<file path="config.mk">
export PLATFORM = sky130hd
export DESIGN_NAME = mult_div_unit_flat
export DESIGN_NICKNAME = d
export VERILOG_FILES = /design/src/rtl/mult_div_unit_pkg.sv /design/src/rtl/mult_div_unit_if.sv /design/src/rtl/mult_div_unit_iter_core.sv /design/src/rtl/mult_div_unit.sv /design/src/flat_wrapper.sv
export SDC_FILE = /design/constraint.sdc
export NUM_CORES = 1
export LEC_CHECK = 0
export BUFFER_PORTS_ARGS = -buffer_cell sky130_fd_sc_hd__buf_2
export CORE_ASPECT_RATIO = 0.8
export CORE_MARGIN = 4
export CORE_UTILIZATION = 39
export CTS_CLUSTER_DIAMETER = 60
export DETAILED_ROUTE_END_ITERATION = 12
export PLACE_DENSITY = 0.67
export SYNTH_ARGS = -nofsm -noshare
export SYNTH_HDL_FRONTEND = slang
export SYNTH_SLANG_ARGS = --single-unit
</file>
<file path="constraint.sdc">
create_clock -name clk -period 4.3 [get_ports clk]
set_clock_uncertainty 0.15 [all_clocks]
set_input_delay 0.215 -clock clk [delete_from_list [all_inputs] [get_ports clk]]
set_output_delay 0.215 -clock clk [all_outputs]
set_load 0.05 [all_outputs]
</file>
<file path="src/rtl/mult_div_unit_pkg.sv">
// Shared encodings for the iterative multiply/divide unit: op codes, FSM states, iteration count.
// Latency: n/a (types and helpers only); backpressure: n/a.
package mult_div_unit_pkg;

  localparam int WIDTH      = 32;
  localparam int ITER_COUNT = 32;
  localparam int CNT_W      = $clog2(ITER_COUNT);

  typedef enum logic [2:0] {
    MDU_MULT  = 3'd0,
    MDU_MULTU = 3'd1,
    MDU_DIV   = 3'd2,
    MDU_DIVU  = 3'd3,
    MDU_MTHI  = 3'd4,
    MDU_MTLO  = 3'd5
  } mdu_op_e;

  typedef enum logic [1:0] {
    ST_IDLE   = 2'd0,
    ST_RUN    = 2'd1,
    ST_COMMIT = 2'd2
  } mdu_state_e;

  function automatic logic is_iter_op(input logic [2:0] op);
    return (op == MDU_MULT) || (op == MDU_MULTU) || (op == MDU_DIV) || (op == MDU_DIVU);
  endfunction

  function automatic logic [WIDTH-1:0] magnitude(input logic [WIDTH-1:0] v, input logic is_signed);
    return (is_signed && v[WIDTH-1]) ? -v : v;
  endfunction

endpackage

</file>
<file path="src/rtl/mult_div_unit_if.sv">
// Request/result bundle between the pipeline controller and the multiply/divide unit.
// Latency: n/a (wiring only); backpressure: start is honoured only while busy is low.
interface mult_div_unit_if;
  import mult_div_unit_pkg::*;

  logic             start;
  logic [2:0]       op;
  logic [WIDTH-1:0] opA;
  logic [WIDTH-1:0] opB;
  logic             busy;
  logic             done;
  logic [WIDTH-1:0] hi;
  logic [WIDTH-1:0] lo;

  modport master (output start, op, opA, opB, input busy, done, hi, lo);
  modport slave  (input start, op, opA, opB, output busy, done, hi, lo);

endinterface

</file>
<file path="src/rtl/mult_div_unit_iter_core.sv">
// Step datapath: shift-add multiply or restoring divide on unsigned magnitudes, one bit per step.
// Latency: 32 steps after load; backpressure: none, advances only when step is high.
module mult_div_unit_iter_core
  import mult_div_unit_pkg::*;
(
  input  logic             clk,
  input  logic             reset,
  input  logic             load,
  input  logic             step,
  input  logic             is_div,
  input  logic [WIDTH-1:0] a_mag,
  input  logic [WIDTH-1:0] b_mag,
  output logic [WIDTH-1:0] acc,
  output logic [WIDTH-1:0] sreg,
  output logic             last
);

  logic [WIDTH-1:0] b_q;
  logic [CNT_W-1:0] count;
  logic             div_q;

  logic [WIDTH:0]   add_sum;
  logic [WIDTH:0]   rem_shift;
  logic [WIDTH+1:0] rem_diff;
  logic [WIDTH-1:0] acc_nxt;
  logic [WIDTH-1:0] sreg_nxt;

  // Multiply: {acc,sreg} shifts right as the multiplier bits are consumed.
  // Divide: acc is the partial remainder, sreg shifts quotient bits in from the right.
  always_comb begin
    add_sum   = {1'b0, acc} + (sreg[0] ? {1'b0, b_q} : {(WIDTH+1){1'b0}});
    rem_shift = {acc, sreg[WIDTH-1]};
    rem_diff  = {1'b0, rem_shift} - {2'b00, b_q};
    acc_nxt   = add_sum[WIDTH:1];
    sreg_nxt  = {add_sum[0], sreg[WIDTH-1:1]};
    if (div_q) begin
      if (rem_diff[WIDTH+1]) begin
        acc_nxt  = rem_shift[WIDTH-1:0];
        sreg_nxt = {sreg[WIDTH-2:0], 1'b0};
      end else begin
        acc_nxt  = rem_diff[WIDTH-1:0];
        sreg_nxt = {sreg[WIDTH-2:0], 1'b1};
      end
    end
  end

  always_ff @(posedge clk) begin
    if (reset) begin
      acc   <= '0;
      sreg  <= '0;
      b_q   <= '0;
      div_q <= 1'b0;
      count <= '0;
    end else if (load) begin
      acc   <= '0;
      sreg  <= a_mag;
      b_q   <= b_mag;
      div_q <= is_div;
      count <= '0;
    end else if (step) begin
      acc   <= acc_nxt;
      sreg  <= sreg_nxt;
      count <= count + 1'b1;
    end
  end

  assign last = (count == CNT_W'(ITER_COUNT - 1));

endmodule

</file>
<file path="src/rtl/mult_div_unit.sv">
// MIPS HI/LO unit: MULT/MULTU/DIV/DIVU in 33 cycles (busy meanwhile, done on result), MTHI/MTLO in one.
// Backpressure: start is ignored while busy; nothing is queued.
module mult_div_unit
  import mult_div_unit_pkg::*;
(
  input  logic           clk,
  input  logic           reset,
  mult_div_unit_if.slave bus
);

  mdu_state_e state, state_nxt;

  logic             accept;
  logic             load, step, commit, busy;
  logic             last;
  logic             now_signed, now_div;
  logic [WIDTH-1:0] a_mag, b_mag;
  logic [WIDTH-1:0] acc, sreg;

  logic             op_div, sign_a, sign_b, div_zero;
  logic [WIDTH-1:0] hi_q, lo_q, res_hi, res_lo;
  logic             done_q;
  logic [2*WIDTH-1:0] product;

  assign accept     = (state == ST_IDLE) && bus.start && is_iter_op(bus.op);
  assign now_signed = (bus.op == MDU_MULT) || (bus.op == MDU_DIV);
  assign now_div    = (bus.op == MDU_DIV) || (bus.op == MDU_DIVU);
  assign a_mag      = magnitude(bus.opA, now_signed);
  assign b_mag      = magnitude(bus.opB, now_signed);

  always_ff @(posedge clk) begin
    if (reset) state <= ST_IDLE;
    else       state <= state_nxt;
  end

  always_comb begin
    state_nxt = state;
    case (state)
      ST_IDLE:   if (accept) state_nxt = ST_RUN;
      ST_RUN:    if (last)   state_nxt = ST_COMMIT;
      ST_COMMIT: state_nxt = ST_IDLE;
      default:   state_nxt = ST_IDLE;
    endcase
  end

  always_comb begin
    busy   = (state != ST_IDLE);
    load   = accept;
    step   = (state == ST_RUN);
    commit = (state == ST_COMMIT);
  end

  mult_div_unit_iter_core u_core (
    .clk    (clk),
    .reset  (reset),
    .load   (load),
    .step   (step),
    .is_div (now_div),
    .a_mag  (a_mag),
    .b_mag  (b_mag),
    .acc    (acc),
    .sreg   (sreg),
    .last   (last)
  );

  // Signs are held as zero for unsigned ops so the commit fixup is a no-op for them.
  always_ff @(posedge clk) begin
    if (reset) begin
      op_div   <= 1'b0;
      sign_a   <= 1'b0;
      sign_b   <= 1'b0;
      div_zero <= 1'b0;
    end else if (accept) begin
      op_div   <= now_div;
      sign_a   <= now_signed & bus.opA[WIDTH-1];
      sign_b   <= now_signed & bus.opB[WIDTH-1];
      div_zero <= (bus.opB == '0);
    end
  end

  // With a zero divisor every trial subtract succeeds, so the remainder is the
  // dividend magnitude and its sign fixup reproduces opA; only LO needs forcing.
  always_comb begin
    product = {acc, sreg};
    if (sign_a ^ sign_b) product = -product;
    if (op_div) begin
      res_lo = div_zero ? '1 : ((sign_a ^ sign_b) ? -sreg : sreg);
      res_hi = sign_a ? -acc : acc;
    end else begin
      res_lo = product[WIDTH-1:0];
      res_hi = product[2*WIDTH-1:WIDTH];
    end
  end

  always_ff @(posedge clk) begin
    if (reset) begin
      hi_q   <= '0;
      lo_q   <= '0;
      done_q <= 1'b0;
    end else begin
      done_q <= commit;
      if (commit) begin
        hi_q <= res_hi;
        lo_q <= res_lo;
      end else if ((state == ST_IDLE) && bus.start) begin
        if (bus.op == MDU_MTHI) hi_q <= bus.opA;
        if (bus.op == MDU_MTLO) lo_q <= bus.opA;
      end
    end
  end

  assign bus.busy = busy;
  assign bus.done = done_q;
  assign bus.hi   = hi_q;
  assign bus.lo   = lo_q;

endmodule

</file>
<file path="src/flat_wrapper.sv">
// flat-port wrapper written by rule: the top's interface ports become plain ports
module mult_div_unit_flat import mult_div_unit_pkg::*;
  (clk, reset, bus_start, bus_op, bus_opA, bus_opB, bus_busy, bus_done, bus_hi, bus_lo);
  mult_div_unit_if bus_i ();
  input  logic clk;
  input  logic reset;
  input wire logic [$bits(bus_i.start)-1:0] bus_start;
  input wire logic [$bits(bus_i.op)-1:0] bus_op;
  input wire logic [$bits(bus_i.opA)-1:0] bus_opA;
  input wire logic [$bits(bus_i.opB)-1:0] bus_opB;
  output wire logic [$bits(bus_i.busy)-1:0] bus_busy;
  output wire logic [$bits(bus_i.done)-1:0] bus_done;
  output wire logic [$bits(bus_i.hi)-1:0] bus_hi;
  output wire logic [$bits(bus_i.lo)-1:0] bus_lo;
  assign bus_i.start = bus_start;
  assign bus_i.op = bus_op;
  assign bus_i.opA = bus_opA;
  assign bus_i.opB = bus_opB;
  assign bus_busy = bus_i.busy;
  assign bus_done = bus_i.done;
  assign bus_hi = bus_i.hi;
  assign bus_lo = bus_i.lo;
  mult_div_unit u_core (.clk(clk), .reset(reset), .bus(bus_i));
endmodule
</file>
# Word-level counts from Yosys, hierarchy flattened
# Index checks and enable logic that the tools add are counted.
word_totals:
  latch_bits: 0
  word_cells: 78
  ff_bits: 172
  ram_bits: 0
  romBits: 0
  input_bits: 70
  output_inout_bits: 66
  n_memories: 0
classes:
  muxes: 24
  eq_ne: 10
  order_cmp: 0
  bitwise: 3
  n_reduce_logical: 21
  div: 0
  shift: 0
  add_sub_neg: 8
  n_mul: 0
op_table:
  columns: ["op", "n"]
  rows:
  - ["$mux W32", 19]
  - ["$neg A32 Y32", 4]
  - ["$mux W64", 1]
  - ["$neg A64 Y64", 1]
  - ["$sub A33 B32 Y34", 1]
  - ["$add A32 B33 Y33", 1]
  - ["$logic_not A32 Y1", 1]
  - ["$reduce_bool A2 Y1", 5]
  - ["$eq A3 B2 Y1 const B", 2]
  - ["$eq A3 B3 Y1 const B", 2]
  - ["$reduce_and A2 Y1", 3]
  - ["$add A5 B1 Y5 const B", 1]
  - ["$eq A5 B5 Y1 const B", 1]
  - ["$logic_or A1 B1 Y1", 5]
  - ["$logic_and A1 B1 Y1", 4]
  - ["$mux W2", 2]
  - ["$pmux W2 S2", 1]
  - ["$eq A3 B1 Y1 const B", 1]
  - ["$logic_not A3 Y1", 1]
  - ["$and A1 B1 Y1", 2]
  - ["$eq A2 B1 Y1 const B", 1]
  - ["$eq A2 B2 Y1 const B", 1]
  - ["$logic_not A2 Y1", 1]
  - ["$ne A2 B1 Y1 const B", 1]
  - ["other kinds (4)", 4]

# Depth between registers and ports, before layout
logic_depth:
  ltp_word: 7
  depth_mapped: 16
  depth_no_buf: 14

# By module
# Synthesis repeated with hierarchy kept, for this count alone.
hier_totals:
  hier_cells: 1926
  hier_area_um2: 14605.3
by_module_without_submodules:
  columns: ["mod", "n_inst", "area_each_um2", "seq_area_each_um2", "cells_each"]
  rows:
  - ["mult_div_unit_iter_core", 1, 8217.9, 2042.0, 1071]
  - ["mult_div_unit", 1, 6387.4, 1421.4, 855]

# Least setup slack after synthesis
# OpenSTA, ideal clock, no wires.
synth_timing:
  path_type: "flip-flop to flip-flop"
  from: "register u_core.u_core.sreg[0]"
  to: "register u_core.u_core.acc[31]"
  t_arrival_ns: 3.320
  slack_ns: 0.697
  period_less_slack_ns: 3.603
  required_ns: 4.016
  n_path_buf: 1
  stages_incl_launch_ff: 16
  path_cell_list: "dfxtp_1 -> inv_1 -> buf_1 -> nor2_1 -> ha_1 -> a21oi_1 -> o211ai_1 -> a41oi_1 -> o21ai_1 -> a311oi_1 -> o211ai_1 -> a211o_1 -> a211oi_1 -> o21ai_0 -> a21oi_1 -> a211oi_1"
synth_between:
  elab_chain_len: 3
synth_rtl:
  columns: ["element", "line_no", "source"]
  rows:
  - ["start: declaration", "mult_div_unit_iter_core.sv:14", "output logic [WIDTH-1:0] sreg,"]
  - ["start signal: assignment", "mult_div_unit_iter_core.sv:56", "sreg <= a_mag;"]
  - ["start signal: assignment", "mult_div_unit_iter_core.sv:62", "sreg <= sreg_nxt;"]
  - ["$mux W32", "mult_div_unit_iter_core.sv:31", "add_sum = {1'b0, acc} + (sreg[0] ? {1'b0, b_q} : {(WIDTH+1){1'b0}});"]
  - ["$add A32 B33 Y33", "mult_div_unit_iter_core.sv:31", null]
  - ["$mux W32", "mult_div_unit_iter_core.sv:36", "if (div_q) begin"]
  - ["end signal: assignment", "mult_div_unit_iter_core.sv:61", "acc <= acc_nxt;"]
  - ["end: declaration", "mult_div_unit_iter_core.sv:13", "output logic [WIDTH-1:0] acc,"]
# Every way passes these cells.
# A chain may end at the register's enable or synchronous reset.

# Worst setup path in the final report
# Same ends and word-level chain as after synthesis.

==> run_summary.xml <==
<?xml version="1.0" encoding="UTF-8"?>
<metrics>
  <group name="final_layout">
    <metric name="n_fill_cell" unit="">3518</metric>
    <metric name="post_route_cells_drive_above_1_share" unit="%">12.4</metric>
    <metric name="multi_input_comb_area" unit="mm2">0.00988</metric>
    <metric name="post-route-util" unit="%">45.9</metric>
    <metric name="area.sequential" unit="mm2">0.00345</metric>
    <metric name="stdcell_count" unit="">2439</metric>
    <metric name="count_of_inserted_antenna_diode_cells" unit="">0</metric>
    <metric name="area_growth_syn_to_layout" unit="%">14.9</metric>
    <metric name="layout.nets" unit="">2096</metric>
  </group>
  <group name="sta">
    <metric name="finalHoldViolations" unit="">0</metric>
    <metric name="timing.fmax" unit="MHz">249</metric>
    <metric name="min_period_over_period" unit="%">93.5</metric>
    <metric name="grt_setup_unrepaired" unit="">false</metric>
    <metric name="setup_tns" unit="ns">0</metric>
    <metric name="slew_headroom" unit="%">34.1</metric>
    <metric name="tightest_slew" unit="ns">0.989</metric>
    <metric name="final-max-slew-violation-count" unit="">0</metric>
    <metric name="period_minus_slack" unit="ns">4.02</metric>
    <metric name="finalSetupViolCount" unit="">0</metric>
  </group>
  <group name="die">
    <metric name="num_io_pins" unit="">136</metric>
    <metric name="floorplan.initialDensity" unit="%">39.9</metric>
    <metric name="die_y" unit="um">178</metric>
    <metric name="std_cell_rows" unit="">61</metric>
    <metric name="core" unit="mm2">0.0351</metric>
    <metric name="die_w" unit="um">220</metric>
    <metric name="die_area" unit="mm2">0.0391</metric>
  </group>
  <group name="worst_setup_path">
    <metric name="criticalPathCategory" unit="">flip-flop to flip-flop</metric>
    <metric name="startpoint" unit="">u_core.u_core.sreg[0]$_SDFFE_PP0P_</metric>
    <metric name="critPathArrivalTime" unit="ns">4.21</metric>
    <metric name="worst_ep_required_time" unit="ns">4.49</metric>
    <metric name="cp_cell_sequence" unit="">inv_1, nor2_1, fa_1, a21oi_1, o211ai_1, a41oi_1, o21ai_1, a311oi_1, buf_4, o211ai_1, a211o_1, a211oi_2, o21ai_0, a21oi_1, a211oi_1</metric>
    <metric name="launching_element_type_of_the_critical_path" unit="">flip-flop</metric>
    <metric name="worst_setup_path_endpoint" unit="">u_core.u_core.acc[31]$_SDFFE_PP0P_</metric>
    <metric name="reg2reg_to" unit="">u_core.u_core.acc[31]$_SDFFE_PP0P_</metric>
    <metric name="r2r_start" unit="">u_core.u_core.sreg[0]$_SDFFE_PP0P_</metric>
    <metric name="timing.reg2reg.setup_slack" unit="ns">0.28</metric>
    <metric name="critPathMaxStageDelay" unit="ns">0.44</metric>
    <metric name="critPathSlowestCell" unit="">sky130_fd_sc_hd__fa_1</metric>
    <metric name="highest_fanout_seen_on_the_critical_path" unit="">8</metric>
    <metric name="reg2reg_depth" unit="">15</metric>
    <metric name="critical_path.endpoint_type" unit="">flip-flop</metric>
  </group>
  <group name="outcome">
    <metric name="run_status" unit="">finished, final reports clean</metric>
  </group>
  <group name="synth">
    <metric name="yosys_most_used_dff" unit="">sky130_fd_sc_hd__dfxtp_1</metric>
    <metric name="synth.net_count" unit="">1993</metric>
    <metric name="synth_sequential_area_ratio" unit="%">24.6</metric>
    <metric name="post_synth_inst_count" unit="">1851</metric>
    <metric name="synth_top_cells_by_area" unit="">sky130_fd_sc_hd__dfxtp_1 (25%), sky130_fd_sc_hd__mux2i_1 (7.1%), sky130_fd_sc_hd__nor2_1 (6.7%), sky130_fd_sc_hd__ha_1 (6.2%), sky130_fd_sc_hd__a211oi_1 (6.1%)</metric>
    <metric name="yosys-top-cells-count" unit="">sky130_fd_sc_hd__nor2_1 (251), sky130_fd_sc_hd__dfxtp_1 (172), sky130_fd_sc_hd__a21oi_1 (146)</metric>
    <metric name="synth.most_common_cell" unit="">sky130_fd_sc_hd__nor2_1</metric>
    <metric name="synth.lib_cells_used.distinct" unit="">78</metric>
    <metric name="syn_area_per_cell" unit="um2">7.58</metric>
    <metric name="synth_area" unit="mm2">0.0140</metric>
    <metric name="synth_enable_flop_cells" unit="">0</metric>
    <metric name="register_bit_total_from_synthesis" unit="">172</metric>
    <metric name="synth_top_area_share" unit="%">24.6</metric>
    <metric name="async_reset_ff_share" unit="%">0</metric>
    <metric name="synthesis.yosys.warnings" unit="">0</metric>
    <metric name="synth_top_cell_by_area" unit="">sky130_fd_sc_hd__dfxtp_1</metric>
  </group>
  <group name="place">
    <metric name="post-dp-hpwl" unit="um">36700</metric>
    <metric name="dp.cells" unit="">2372</metric>
    <metric name="port_buffers" unit="">135</metric>
    <metric name="place_congestion" unit="">0.985</metric>
  </group>
  <group name="detailed_routing">
    <metric name="route.detailed.vias_per_inst" unit="">5.92</metric>
    <metric name="detailroute.via_count" unit="">14400</metric>
    <metric name="drc_errors" unit="">0</metric>
    <metric name="drt_pre_antenna_iters" unit="">5</metric>
    <metric name="drt-initial-drc-count" unit="">1500</metric>
    <metric name="antenna_left" unit="">0</metric>
    <metric name="drt-wirelength-per-cell" unit="um">20.1</metric>
    <metric name="route.final.wire_length" unit="um">48900</metric>
  </group>
  <group name="pwr">
    <metric name="internal_power" unit="mW">3.09</metric>
    <metric name="power_frac_seq" unit="%">36.3</metric>
    <metric name="p_switching" unit="mW">1.77</metric>
    <metric name="power.share.clock" unit="%">33.4</metric>
    <metric name="swShare" unit="%">36.4</metric>
    <metric name="cellLeakagePower" unit="nW">6.58</metric>
    <metric name="cellPowerDensity" unit="mW/mm2">302</metric>
    <metric name="max-vdd-ir-drop" unit="uV">311</metric>
    <metric name="p_total" unit="mW">4.86</metric>
    <metric name="p_comb_share" unit="%">30.2</metric>
  </group>
  <group name="global_routing">
    <metric name="first_global_vias" unit="">13400</metric>
    <metric name="grt_antenna_before_repair" unit="">0</metric>
    <metric name="grt_overflow" unit="">0</metric>
    <metric name="grt_max_degree" unit="">78</metric>
    <metric name="global_route_wire_length_before_repair" unit="um">76600</metric>
    <metric name="globalRouteTotalUtil" unit="%">24.6</metric>
  </group>
  <group name="clock_tree">
    <metric name="clk_path_buf_depth" unit="">2</metric>
    <metric name="clockRootBuffer" unit="">sky130_fd_sc_hd__clkbuf_16</metric>
    <metric name="source_to_sink_clock_delay_at_the_later_pin_of_the_worst_skew_pair" unit="ns">0.45</metric>
    <metric name="tritoncts.num_buffers" unit="">17</metric>
    <metric name="cts.repair_timing.setup_buffer_count" unit="">0</metric>
    <metric name="tritoncts" unit="">built</metric>
    <metric name="clock_slew_seen_by_the_registers_of_the_worst_setup_and_hold_paths" unit="ns">0.08</metric>
    <metric name="cts.htree.levels" unit="">4</metric>
    <metric name="cts_num_sinks" unit="">172</metric>
  </group>
  <group name="job">
    <metric name="timing.max_cap.violations" unit="">0</metric>
  </group>
  <group name="min_path">
    <metric name="worstHoldPathType" unit="">input pin to flip-flop</metric>
  </group>
</metrics>
-- sequential cells by signal, summed over array words and instances, names as in the netlist --
name / cells
u_core.bus.hi: 32
u_core.bus.lo: 32
u_core.u_core.acc: 32
u_core.u_core.b_q: 32
u_core.u_core.sreg: 32
u_core.u_core.count: 5
u_core.state: 2
u_core.bus.done: 1
u_core.div_zero: 1
u_core.op_div: 1
u_core.sign_a: 1
u_core.sign_b: 1
-- power groups by stage --
stage | sequential, mW | combinational, mW | clock, mW
2_1_floorplan | 1.80 | 0.975 | 0
3_3_place_gp | 1.80 | 1.39 | 0
3_5_place_dp | 1.80 | 1.41 | 0
4_1_cts | 1.76 | 1.44 | 1.65
5_1_grt | 1.78 | 1.60 | 1.71
6_report | 1.77 | 1.47 | 1.63
-- logic make-up after synthesis --
| logic type | after synthesis | synth area share, % |
|---|---|---|
| fa+ha+maj | 72 | 6.53 |
| xor+xnor | 173 | 10.8 |
| compound gates | 564 | 26.6 |
| flops | 172 | 24.6 |
| buf+inv | 194 | 5.27 |
| mux | 100 | 7.15 |
| simple gates | 576 | 19.1 |
-- worst min-delay path by stage --
stage,startpoint,end,slack (ns),cells after the start
2_1_floorplan,bus_opB[0],u_core.u_core.b_q[0]$_SDFFE_PP0P_,0.20,2
3_3_place_gp,u_core.u_core.count[4]$_SDFFE_PP0P_,u_core.u_core.count[4]$_SDFFE_PP0P_,0.30,2
3_5_place_dp,u_core.u_core.count[4]$_SDFFE_PP0P_,u_core.u_core.count[4]$_SDFFE_PP0P_,0.30,2
4_1_cts,bus_opA[9],u_core.u_core.sreg[9]$_SDFFE_PP0P_,0.0009,3
5_1_grt,bus_opA[9],u_core.u_core.sreg[9]$_SDFFE_PP0P_,0.009,3
6_report,bus_opA[12],u_core.bus.lo[12]$_SDFFE_PP0P_,0.02,3
-- area by class of cell --
class	instances	area share [%]
sequential	172	21.4
clock buffer	19	2.75
multi-input combinational	1485	61.3
timing repair buffer	213	8.41
inverter	65	1.51
tap	472	3.67
clock inverter	13	0.947
-- worst max-delay path: cells and delay by family, from the launching register on --
kind                       cells  cell delay (ns)
adders and majority gates      1             0.44
DFF                            1             0.35
AOI/OAI and AO/OA             11             2.37
and+or+nand+nor                1             0.14
buffers and inverters          2             0.45
-- layout by cell type (no fill, tap or decap), types with 34 or more instances in the layout --
| cell | synthesis | routed |
|---|---|---|
| sky130_fd_sc_hd__xor2_1 | 87 | 87 |
| sky130_fd_sc_hd__mux2i_1 | 99 | 99 |
| sky130_fd_sc_hd__o21ai_0 | 83 | 83 |
| sky130_fd_sc_hd__ha_1 | 70 | 70 |
| sky130_fd_sc_hd__dfxtp_1 | 172 | 171 |
| sky130_fd_sc_hd__dlygate4sd3_1 | 0 | 35 |
| sky130_fd_sc_hd__buf_4 | 0 | 43 |
| sky130_fd_sc_hd__inv_1 | 63 | 63 |
| sky130_fd_sc_hd__xnor2_1 | 86 | 86 |
| sky130_fd_sc_hd__nand2_1 | 130 | 129 |
| sky130_fd_sc_hd__buf_2 | 3 | 134 |
| sky130_fd_sc_hd__nor2_1 | 251 | 250 |
| sky130_fd_sc_hd__a221oi_1 | 34 | 34 |
| sky130_fd_sc_hd__a21oi_1 | 146 | 145 |
| sky130_fd_sc_hd__a211oi_1 | 114 | 113 |
| sky130_fd_sc_hd__nor3_1 | 40 | 40 |
-- through the flow --
stage / setup WS, ns / cell area [um2] / hold WS, ns
6_report: 0.278 / 16100 / 0.0176
4_1_cts: 0.237 / 16100 / 0.000923
5_1_grt: 0.0219 / 16100 / 0.00888
3_3_place_gp: 0.389 / 15200 / 0.298
3_5_place_dp: 0.248 / 15200 / 0.303
2_1_floorplan: 0.697 / 14000 / 0.201
-- repair_timing --
action	in CTS	in global routing
setup endpoints to repair	0	3
hold buffers	35	0
gates resized for setup	0	3
endpoints found under the hold margin	38	0
-- per-layer routing --
layer,vias up,global-route usage [%],wire [um]
li1,6942,-,-
met1,6834,37.0,23600
met2,583,37.0,21200
met3,79,3.37,3230
met4,0,5.73,942
met5,-,0,0
(Power assumes the default switching activity.)
